[config.mk]
export PLATFORM = sky130hd
export DESIGN_NAME = serial_adder_ctrl
export DESIGN_NICKNAME = d
export VERILOG_FILES = /design/src/rtl/serial_adder_ctrl.sv
export SDC_FILE = /design/constraint.sdc
export NUM_CORES = 1
export LEC_CHECK = 0
export ABC_AREA = 1
export BUFFER_PORTS_ARGS = -buffer_cell sky130_fd_sc_hd__buf_2
export CORE_UTILIZATION = 43
export CTS_CLUSTER_DIAMETER = 150
export DETAILED_ROUTE_END_ITERATION = 10
export PLACE_DENSITY = 0.79
export SLEW_MARGIN = 20
export SYNTH_ARGS = -nofsm -noshare
export SYNTH_HDL_FRONTEND = slang
export SYNTH_SLANG_ARGS = --single-unit
[constraint.sdc]
create_clock -name clk -period 1.1 [get_ports clk]
set_input_delay 0.165 -clock clk [delete_from_list [all_inputs] [get_ports clk]]
set_output_delay 0.165 -clock clk [all_outputs]
set_load 0.01 [all_outputs]
[src/rtl/serial_adder_ctrl.sv]
// Bit-serial adder controller: drives one external full_adder cell over two
// WIDTH-bit operands, LSB first, with a start/busy/done handshake.
module serial_adder_ctrl #(
  parameter int WIDTH = 8
) (
  input  logic             clk,
  input  logic             rst,
  input  logic             start,
  input  logic [WIDTH-1:0] a,
  input  logic [WIDTH-1:0] b,
  input  logic             cin,
  output logic             busy,
  output logic             done,
  output logic [WIDTH-1:0] sum,
  output logic             cout,
  output logic             fa_a,
  output logic             fa_b,
  output logic             fa_ci,
  input  logic             fa_s,
  input  logic             fa_co
);

  localparam int CW = $clog2(WIDTH);

  typedef enum logic [1:0] {
    S_IDLE,
    S_RUN,
    S_DONE
  } state_t;

  state_t           state_q, state_d;
  logic [WIDTH-1:0] a_sh_q, a_sh_d;
  logic [WIDTH-1:0] b_sh_q, b_sh_d;
  logic [WIDTH-1:0] sum_sh_q, sum_sh_d;
  logic [WIDTH-1:0] sum_q, sum_d;
  logic             carry_q, carry_d;
  logic             cout_q, cout_d;
  logic             busy_q, busy_d;
  logic             done_q, done_d;
  logic [CW-1:0]    cnt_q, cnt_d;
  logic [WIDTH-1:0] sum_shifted;

  // The adder bit of this cycle enters at the MSB; after WIDTH steps bit 0 sits at the LSB.
  assign sum_shifted = {fa_s, sum_sh_q[WIDTH-1:1]};

  always_comb begin
    state_d  = state_q;
    a_sh_d   = a_sh_q;
    b_sh_d   = b_sh_q;
    sum_sh_d = sum_sh_q;
    sum_d    = sum_q;
    carry_d  = carry_q;
    cout_d   = cout_q;
    busy_d   = busy_q;
    done_d   = done_q;
    cnt_d    = cnt_q;
    case (state_q)
      S_IDLE: begin
        if (start) begin
          a_sh_d   = a;
          b_sh_d   = b;
          carry_d  = cin;
          cnt_d    = '0;
          sum_sh_d = '0;
          busy_d   = 1'b1;
          state_d  = S_RUN;
        end
      end
      S_RUN: begin
        sum_sh_d = sum_shifted;
        carry_d  = fa_co;
        a_sh_d   = a_sh_q >> 1;
        b_sh_d   = b_sh_q >> 1;
        if (cnt_q == CW'(WIDTH - 1)) begin
          // Final bit: publish the result and leave RUN without letting cnt wrap.
          cnt_d   = '0;
          sum_d   = sum_shifted;
          cout_d  = fa_co;
          done_d  = 1'b1;
          state_d = S_DONE;
        end else begin
          cnt_d = cnt_q + CW'(1);
        end
      end
      S_DONE: begin
        done_d  = 1'b0;
        busy_d  = 1'b0;
        state_d = S_IDLE;
      end
      default: begin
        done_d  = 1'b0;
        busy_d  = 1'b0;
        state_d = S_IDLE;
      end
    endcase
  end

  always_ff @(posedge clk or posedge rst) begin
    if (rst) begin
      state_q  <= S_IDLE;
      a_sh_q   <= '0;
      b_sh_q   <= '0;
      sum_sh_q <= '0;
      sum_q    <= '0;
      carry_q  <= 1'b0;
      cout_q   <= 1'b0;
      busy_q   <= 1'b0;
      done_q   <= 1'b0;
      cnt_q    <= '0;
    end else begin
      state_q  <= state_d;
      a_sh_q   <= a_sh_d;
      b_sh_q   <= b_sh_d;
      sum_sh_q <= sum_sh_d;
      sum_q    <= sum_d;
      carry_q  <= carry_d;
      cout_q   <= cout_d;
      busy_q   <= busy_d;
      done_q   <= done_d;
      cnt_q    <= cnt_d;
    end
  end

  // The adder is only fed while bits are being stepped; it sees zeros otherwise.
  assign fa_a  = (state_q == S_RUN) & a_sh_q[0];
  assign fa_b  = (state_q == S_RUN) & b_sh_q[0];
  assign fa_ci = (state_q == S_RUN) & carry_q;

  assign busy = busy_q;
  assign done = done_q;
  assign sum  = sum_q;
  assign cout = cout_q;

endmodule

# Word level (Yosys, flattened, before mapping)
# Cells that the tools add are included.
# op_classes
reduce_logical	7
bitwise	5
n_addsub	1
n_eq_ne	4
n_mux	18
# op_table
operator	n
one-hot mux 8 bit (2 select lines)	3
2-to-1 mux 8 bit	3
AND reduction 2 bit	5
2-to-1 mux 3 bit	2
one-hot mux 1 bit (2 select lines)	3
one-hot mux 3 bit (2 select lines)	1
2-to-1 mux 2 bit	2
inequality test 2 bit, second input constant	2
one-hot mux 2 bit (2 select lines)	1
adder 3 x 1 -> 3 bit, second input constant	1
bitwise AND 1 bit	3
== test 3 bit, second input constant	1
2-to-1 mux 1 bit	3
== test 2 x 1 -> 1 bit, second input constant	1
logical NOT 2 bit	1
inverter 1 bit	2
nonzero test 2 bit	1
# totals
elab_cells	45
output_inout_bits	14
regBits	41

# Logic depth before layout (Yosys ltp)
# depth
word_depth	3
depth_mapped	7

# Worst setup path before layout
# No wires, ideal clock.
# synth_path
path_type	reg-to-reg
from	reg cnt_q[0]
to	reg done_q, in the netlist done
arrival_ps	1092
required_ps	980
setup_slack_ps	-112
stages_incl_launch_ff	6
path_buffers	1
cell_sequence	dfrtp_1 ha_1 ha_1 nand2_4 buf_6 nand2_1
# synth_via
elab_chain_len	3
# synth_lines
item	line	rtl
start, declared	40	logic [CW-1:0] cnt_q, cnt_d;
start signal, assigned	120	cnt_q <= cnt_d;
== test 3 bit	74	if (cnt_q == CW'(WIDTH - 1)) begin
inequality test 2 bit (no line)	n/a	
AND reduction 2 bit (no line)	n/a	
end signal, assigned	119	done_q <= done_d;
end, declared	39	logic done_q, done_d;
# No other way between the ends.
# A chain may end at the register's enable or synchronous reset.

# Worst setup path after layout
# layout_path
from	reg state_q[1]
to	out fa_ci
# layout_via
elab_chain_len	2
# layout_lines
item	line	rtl
start, declared	31	state_t state_q, state_d;
start signal, assigned	111	state_q <= state_d;
== test 2 x 1 -> 1 bit	127	assign fa_ci = (state_q == S_RUN) & carry_q;
bitwise AND 1 bit	127	
end, declared	18	output logic fa_ci,
# No other way between the ends.

==> impl_metrics.ini <==
[power]
seqPwrFrac = 0.302
p_int_w = 0.00520
swShare = 0.405
leakage_nw = 1.54
ir_drop_uv = 1790
power_w = 0.00874
combPwrFrac = 0.540
clkPwrFrac = 0.158
p_switching_w = 0.00354
p_per_area_nw_per_um2 = 2860

[clock_network]
cts_tree = built
cts_sinks = 40
cts_buffers = 5
clk_pin_slew_ps = 90
cts_buffer_depth = 2
cts-root-buf = clkbuf_8
htreeDepth = 2
clock_latency_ps = 310

[flow_run]
max_cap_violations = 0

[die]
dieHeight_um = 69.6
design.die.area_um2 = 4850
core_area_um2 = 4380
die-width_um = 69.6
start_util = 0.448
placementRows = 24
num_io_pins = 36

[yosys]
synthArstFlopShare = 1.00
synth_fa_ha_area_frac = 0.0127
syn-num-nets = 248
ys_seq_area_frac = 0.509
synth_common_cells = nand2_1, dfrtp_1, nand3_1
synth_area_leaders = dfrtp_1, nand2_1, nand3_1
synth_top_family_by_area = simple AND/OR/NAND/NOR gates
yosysMostFrequentCell = nand2_1
synthXorXnorAreaFrac = 0
synthMuxAreaShare = 0
synth-compound-area-share = 0.0611
synth_edf_count = 0
yosysWarningCount = 0
synthFlopType = dfrtp_1
netlist_area_um2 = 1970
synth_cell_types = 18
synth-simple-area-share = 0.327
syn_inst = 224
avgSynthCellArea_um2 = 8.78
synth-seq-cells = 40
synth_top_area_share = 0.509
yosys.area.top_type = dfrtp_1

[sta]
skew_ps = 12.8
max_freq_ghz = 0.724
tightest_slew_ps = 223
finalCritPeriodShare = 1.26
final_hold_viol_count = 0
slew_viol_final = 0
fin_ws_ps = -282
slew_headroom = 0.851
setup_viol = 43
rsz0062_at_grt = yes
timing.final.crit_period_ps = 1380

[setup_path]
critPathArrivalTime_ps = 1220
end_kind = output port
cp.required_ps = 940
crit_cells = 5
crit_path_start_kind = flop
crit_family = flip-flops
crit_chain = inv_4 -> nand2_8 -> buf_12 -> nor2_4 -> buf_6
path_buf_inv = 3
crit_path_max_incr_delay_ps = 430
cpMaxStageDelayCell = dfrtp_1
crit_fanout = 4
r2r_slack_ps = -270
ff2ff_path_depth = 8
crit_type = flop to output port

[route]
dr.pass1.iters = 4
vias = 1779
drc = 0
first_iter_violations = 96
postRouteAntennaNets = 0
vias_per_cell = 5.11
wirelength_um = 5600
wire_per_inst_um = 16.1

[min_path]
min_path_type = input port to flop
hold_depth = 3

[layout]
drive_above_1_share = 0.564
utilization = 0.698
final_cell_area_um2 = 3060
fin_nets = 319
final-instance-count-excl-fill = 348
register_area_um2 = 1000
syn_to_final_growth_pct = 55.6
multi_input_area_um2 = 1080
diodes = 0
fillers = 304

[grt]
grt_pass1_wl_um = 8300
grt_usage = 0.222
grt_antenna_before_repair = 0
grt_overflow = 0
grt_pass1_vias = 1701
grt_start_max_net_pins = 41

[place]
dp_cells = 319
dpl_worst_slack_ps = -84.5
dpl_cell_area_um2 = 2340
gp_congestion = 0.768
dp_hpwl_um = 2840
io_buffers = 35

[run_status]
violations = setup timing
outcome = finished with violations
-- cell families after synthesis --
logic type               Yosys count
AND/OR/NAND/NOR                  139
flip-flops                        40
buffers and inverters             28
AO/OA/AOI/OAI                     15
adder cells (fa/ha/maj)            2
-- final timing paths --
path                            startpoint         end
worst max-delay path            state_q[1]       fa_ci
worst min-delay path                  b[7]   b_sh_q[7]
worst max register to register  state_q[1]   b_sh_q[2]
worst min register to register        cout        cout
max in group asynchronous              rst  state_q[0]
min in group asynchronous              rst    cnt_q[1]
-- repair_timing --
item / CTS / global route
gates cloned: 2 / 2
buffers inserted: 12 / 7
hold buffers: 1 / 0
endpoints found under the hold margin: 40 / 0
setup endpoints to repair: 31 / 42
gates resized for setup: 36 / 71
pin swaps: 5 / 11
-- state kept, by name (all words and copies together), names as in the netlist, 2 cells and up --
register and count:
b_sh_q 8, sum_sh_q 7, state_q 2, cnt_q 3, a_sh_q 8, sum 8
-- metrics by stage --
step | setup TNS (ps) | hold WS [ps]
floorplan | -148 | 275
global placement | -220 | 233
detailed placement | -864 | 237
CTS | -4370 | 50.1
global route | -9860 | 57.4
finish | -8590 | 54.6
-- area by class of cell --
cell class                      instances  share of cell area
Clock buffer                            7              0.0315
Sequential cell                        40               0.328
Multi-Input combinational cell        156               0.352
Tap cell                               52              0.0213
Inverter                               15              0.0209
Timing Repair Buffer                   77               0.237
Clock inverter                          1             0.00982
-- cells in the final DEF, fill, tap and decap left out, drive strengths merged --
| cell | instances |
|---|---|
| nand2 | 98 |
| buf | 74 |
| dfrtp | 40 |
| nand3 | 35 |
| o21ai | 15 |
| inv | 15 |
| clkbuf | 9 |
| nor2 | 6 |
| ha | 2 |
| bufinv | 1 |
| dlygate4sd3 | 1 |
-- worst min-delay path: cells and delay by family --
| kind | cells | cell delay [ps] |
|---|---|---|
| AND/OR/NAND/NOR | 2 | 100 |
| buffers and inverters | 1 | 80 |
-- power by group through the flow --
stage | Sequential (W) | Clock, W | Combinational (W)
after floorplan | 0.00256 | 0 | 0.00208
after detailed placement | 0.00254 | 0 | 0.00310
after global routing | 0.00271 | 0.00143 | 0.00513
final | 0.00264 | 0.00138 | 0.00472
after global placement | 0.00252 | 0 | 0.00298
after CTS | 0.00257 | 0.00134 | 0.00371
-- routing by layer --
metal | track usage | vias up | wire length [um]
met5 | 0 | - | 0
met2 | 0.378 | 52 | 2940
met3 | 0.0494 | 6 | 281
met4 | 0.0578 | 0 | 72
met1 | 0.287 | 873 | 2300
li1 | - | 848 | -
No activity file was read; power rests on OpenSTA's default activity.
